**config.mk**
```make
export PLATFORM = sky130hd
export DESIGN_NAME = bp_fe_bp_update_queue
export DESIGN_NICKNAME = d
export VERILOG_FILES = /design/src/rtl/bp_fe_bp_update_queue.sv
export SDC_FILE = /design/constraint.sdc
export NUM_CORES = 1
export LEC_CHECK = 0
export CORE_MARGIN = 1
export CORE_UTILIZATION = 45
export DETAILED_ROUTE_END_ITERATION = 8
export GPL_ROUTABILITY_DRIVEN = 0
export PLACE_DENSITY = 0.73
export SETUP_SLACK_MARGIN = 0.15
export SLEW_MARGIN = 20
export SYNTH_ARGS = -nofsm -noshare
export SYNTH_HDL_FRONTEND = slang
export SYNTH_SLANG_ARGS = --single-unit
```
**constraint.sdc**
```tcl
create_clock -name clk_i -period 2.85 [get_ports clk_i]
set_input_delay 0.4275 -clock clk_i [delete_from_list [all_inputs] [get_ports clk_i]]
set_output_delay 0.4275 -clock clk_i [all_outputs]
set_load 0.005 [all_outputs]
```
**src/rtl/bp_fe_bp_update_queue.sv**
```systemverilog
// Holds issued branch predictions in FIFO order and, as each branch resolves,
// emits a one-cycle predictor update telling whether the prediction was right.
module bp_fe_bp_update_queue #(
    parameter int bht_idx_width_p = 9,
    parameter int depth_p         = 8,
    localparam int ptr_width_lp   = $clog2(depth_p),
    localparam int cnt_width_lp   = $clog2(depth_p) + 1
) (
    input  logic                       clk_i,
    input  logic                       reset_i,
    input  logic                       pred_v_i,
    input  logic [bht_idx_width_p-1:0] pred_idx_i,
    input  logic                       pred_taken_i,
    output logic                       pred_ready_o,
    input  logic                       res_v_i,
    input  logic                       res_taken_i,
    input  logic                       flush_i,
    output logic                       w_v_o,
    output logic [bht_idx_width_p-1:0] idx_w_o,
    output logic                       correct_o,
    output logic [cnt_width_lp-1:0]    count_o,
    output logic                       underflow_o
);

    typedef struct packed {
        logic [bht_idx_width_p-1:0] idx;
        logic                       taken;
    } entry_s;

    entry_s [depth_p-1:0]      mem;
    logic [ptr_width_lp-1:0]   rptr, wptr;
    logic [cnt_width_lp-1:0]   count;
    logic                      enq, deq;
    entry_s                    head;

    assign pred_ready_o = (count != cnt_width_lp'(depth_p));
    assign enq          = pred_v_i & pred_ready_o & ~flush_i;
    assign deq          = res_v_i & (count != '0);
    assign head         = mem[rptr];
    assign count_o      = count;

    // Payloads are don't-care once the pointers are cleared, so no reset here.
    always_ff @(posedge clk_i) begin
        if (enq && !reset_i)
            mem[wptr] <= '{idx: pred_idx_i, taken: pred_taken_i};
    end

    always_ff @(posedge clk_i) begin
        if (reset_i) begin
            rptr        <= '0;
            wptr        <= '0;
            count       <= '0;
            w_v_o       <= 1'b0;
            idx_w_o     <= '0;
            correct_o   <= 1'b0;
            underflow_o <= 1'b0;
        end else begin
            w_v_o <= deq;
            if (deq) begin
                idx_w_o   <= head.idx;
                correct_o <= (head.taken == res_taken_i);
            end
            if (res_v_i && count == '0)
                underflow_o <= 1'b1;
            if (enq)
                wptr <= wptr + 1'b1;
            // Flush never coincides with an enqueue, so wptr is already final.
            if (flush_i) begin
                rptr  <= wptr;
                count <= '0;
            end else begin
                if (deq)
                    rptr <= rptr + 1'b1;
                count <= count + cnt_width_lp'(enq) - cnt_width_lp'(deq);
            end
        end
    end

endmodule

```
==> impl_metrics.tcl <==
set metrics [dict create \
    run_status "completed" \
    arithmetic_cell_share_of_the_synthesized_area_counting_full_adders_half_adders_and_majority_gates_pct 3.00 \
    die-height_microns 96.3 \
    finish.net_count 299 \
    netlist_instances 227 \
    ctsResizeCount 0 \
    cell_type_contributing_the_most_total_cell_area_after_synthesis "sky130_fd_sc_hd__edfxtp_1" \
    vdd_drop_max_v 0.000281 \
    p_leak_uw 0.00154 \
    final_worst_path_period_share_pct 86.8 \
    areaGrowthSynthToFinish_pct 17.7 \
    synth_simple_gate_area_share_pct 4.90 \
    synth.area.top_cells "sky130_fd_sc_hd__edfxtp_1 (60%), sky130_fd_sc_hd__dfxtp_1 (11%), sky130_fd_sc_hd__mux4_2 (10%), sky130_fd_sc_hd__mux2i_1 (2.7%), sky130_fd_sc_hd__ha_1 (2.5%)" \
    cts_made_buffers 9 \
    area_share_of_xor_xnor_cells_in_the_synthesized_design_pct 1.53 \
    dr_total_vias 1994 \
    flip_flop_cell_with_the_highest_count_after_synthesis "sky130_fd_sc_hd__edfxtp_1" \
    grt_pass1_wl_microns 10200 \
    main_combinational_cell_family_by_area_after_synthesis "multiplexers" \
    report.final.slew_viol_count 0 \
    routed_wirelength_microns 6570 \
    timing.critical_path.to_type "register" \
    cts.clk_slew.worst_paths_ps 100 \
    library_cell_with_the_highest_instance_count_after_synthesis "sky130_fd_sc_hd__edfxtp_1" \
    antenna_cells_inserted 0 \
    timing_hold_violations_final 0 \
    synth-compound-area-share_pct 3.19 \
    pwr_density_cell_mw_per_mm2 672 \
    report.power.total_uw 3170 \
    drc_errors 0 \
    htree_levels 3 \
    final_layout_size_suffix_gt1_share_pct 18.3 \
    placedInstanceArea_sq_mm 0.00450 \
    worst_path_max_fanout 5 \
    netlist_top_cells_count "sky130_fd_sc_hd__edfxtp_1 (80), sky130_fd_sc_hd__nor2_1 (24), sky130_fd_sc_hd__dfxtp_1 (22), sky130_fd_sc_hd__mux4_2 (18), sky130_fd_sc_hd__mux2i_1 (11)" \
    numPortBuffers 32 \
    grt_max_degree 23 \
    timing.clock.skew_ps 14.2 \
    number_of_warnings_reported_in_the_yosys_synthesis_log 0 \
    final-seq-area_sq_mm 0.00284 \
    core_util_final_pct 54.3 \
    timing.critical_path.arrival_ps 2780 \
    postCtsHoldBufs 0 \
    antenna_found_initial 0 \
    clock_path_buffers 2 \
    drv.max_cap_violation_count 0 \
    number_of_placement_rows 34 \
    first_global_vias 1918 \
    crit_chain "inv_1 -> ha_1 -> or3b_2 -> nand3_1 -> ha_1 -> inv_1 -> ha_1 -> inv_1 -> fa_1 -> xor2_1 -> nor3_1" \
    fillCellCount 706 \
    postCtsSetupBuffers 0 \
    critical_path.slowest_cell "sky130_fd_sc_hd__or3b_2" \
    io_pins 33 \
    final.min_clock_period_ps 2470 \
    clock_tree_from_tritoncts "yes" \
    clock_sinks 102 \
    core_area_sq_mm 0.00868 \
    critPathLaunchType "register" \
    gr-total-overflow 0 \
    final-setup-viol-count 0 \
    synth_top_area_share_pct 60.0 \
    viasPerCell 5.15 \
    effective_utilization_at_floorplan_pct 46.2 \
    muxShareOfSynthArea_pct 14.2 \
    die_area_sq_mm 0.00928 \
    slowest_delay_ps 480 \
    hpwl_microns 4250 \
    holdCritPathClass "register to register" \
    slew-limit-headroom_pct 52.2 \
    dr.first_iter.drc_count 59 \
    yosys_register_bits 102 \
    clk_latency_ps 370 \
    fmax_ghz 0.404 \
    track_usage_pct 16.0 \
    number_of_distinct_library_cells_after_synthesis 29 \
    crit_type "register to register" \
    avgSynthCellArea_sq_um 17.6 \
    wl_per_cell_microns 17.0 \
    async_reset_ff_share_pct 0 \
    grt_setup_unrepaired "false" \
    die_w_microns 96.3 \
    post-route-cell-area_sq_mm 0.00472 \
    drtPass1Iterations 4 \
    worst_pin_slew_ps 716 \
    synthesis.area_sq_mm 0.00401 \
    setup_total_negative_slack_ps 0 \
    synth_sequential_area_ratio_pct 71.0 \
    clock_tree.root_cell "sky130_fd_sc_hd__clkbuf_8" \
    synthesis.nets 252 \
    worst_ep_required_time_ps 3160 \
    synth-edff-count 80 \
    multiInputGateArea_sq_mm 0.00107 \
    drtAntennaViolNets 0 \
]
sequential cells by signal (all words and copies together), names as in the netlist:
| name | flops |
|---|---|
| underflow_o | 1 |
| w_v_o | 1 |
| wptr | 3 |
| mem | 80 |
| correct_o | 1 |
| count_o | 4 |
| idx_w_o | 9 |
| rptr | 3 |
cells by family after synthesis:
group,after synthesis
flops,102
compound gates,17
buf+inv,18
xor+xnor,7
fa+ha+maj,9
simple gates,43
mux,31
where the power goes:
part / switching [uW] / total [uW] / leakage, uW / internal [uW]
Sequential: 44.9 / 1720 / 0.000900 / 1670
Clock: 526 / 954 / 0.000106 / 428
Combinational: 217 / 496 / 0.000532 / 279
final timing paths:
check                                   end         from  cells after the start  slack (ps)
worst max-delay path             count_o[2]   count_o[2]                     11         380
worst min-delay path            underflow_o  underflow_o                      2         490
worst max register to register   count_o[2]   count_o[2]                     11         380
worst min register to register  underflow_o  underflow_o                      2         490
metal layers:
layer	global-route usage [%]	up-vias	wire length, microns
met4	5.51	0	91
met5	0	-	0
met1	21.1	980	3040
met3	5.45	8	309
met2	24.9	36	3130
li1	-	970	-
critical path: cells and delay by family (launching register included):
family	cells	cell delay, ps
AND/OR/NAND/NOR	3	800
adder cells (fa/ha/maj)	4	930
XOR/XNOR	1	150
buffers and inverters	3	200
flip-flops	1	320
area by class of cell:
type,count,share of cell area (%)
well taps,108,2.87
clock inverters,7,1.88
flip-flops and latches,102,60.3
multi-input cells,107,22.8
clock buffers,9,2.63
inverters,9,0.716
repair buffers,45,8.86
metrics by stage:
step | worst slack (ps) | instances | hold slack, ps
after floorplan | 256 | 227 | 461
final | 376 | 387 | 491
after detailed placement | 282 | 371 | 484
after global placement | 344 | 371 | 448
after global routing | 193 | 387 | 527
after CTS | 343 | 387 | 504
cell usage in the layout, fill, tap and decap left out:
master / n
sky130_fd_sc_hd__clkbuf_8: 9
sky130_fd_sc_hd__a21oi_1: 2
sky130_fd_sc_hd__a211oi_1: 10
sky130_fd_sc_hd__buf_4: 13
sky130_fd_sc_hd__inv_8: 3
sky130_fd_sc_hd__nor2_1: 24
sky130_fd_sc_hd__xor2_1: 3
sky130_fd_sc_hd__nand2b_1: 1
sky130_fd_sc_hd__or3b_2: 3
sky130_fd_sc_hd__mux4_2: 18
sky130_fd_sc_hd__inv_1: 9
sky130_fd_sc_hd__a311oi_1: 1
sky130_fd_sc_hd__dfxtp_1: 22
sky130_fd_sc_hd__mux4_1: 2
sky130_fd_sc_hd__clkinv_4: 1
sky130_fd_sc_hd__nand2_1: 5
sky130_fd_sc_hd__mux2i_1: 11
sky130_fd_sc_hd__bufinv_16: 1
sky130_fd_sc_hd__nand3_1: 2
sky130_fd_sc_hd__clkinvlp_4: 1
sky130_fd_sc_hd__nand4_1: 1
sky130_fd_sc_hd__nor3_1: 5
sky130_fd_sc_hd__a31oi_1: 1
sky130_fd_sc_hd__fa_1: 1
sky130_fd_sc_hd__xnor2_1: 4
sky130_fd_sc_hd__nor3b_1: 1
sky130_fd_sc_hd__ha_1: 8
sky130_fd_sc_hd__inv_6: 1
sky130_fd_sc_hd__a211oi_2: 1
sky130_fd_sc_hd__or3_1: 1
sky130_fd_sc_hd__a21o_1: 2
sky130_fd_sc_hd__edfxtp_1: 80
sky130_fd_sc_hd__clkdlybuf4s50_1: 32
Note: power is estimated with default switching activity, not from simulation.
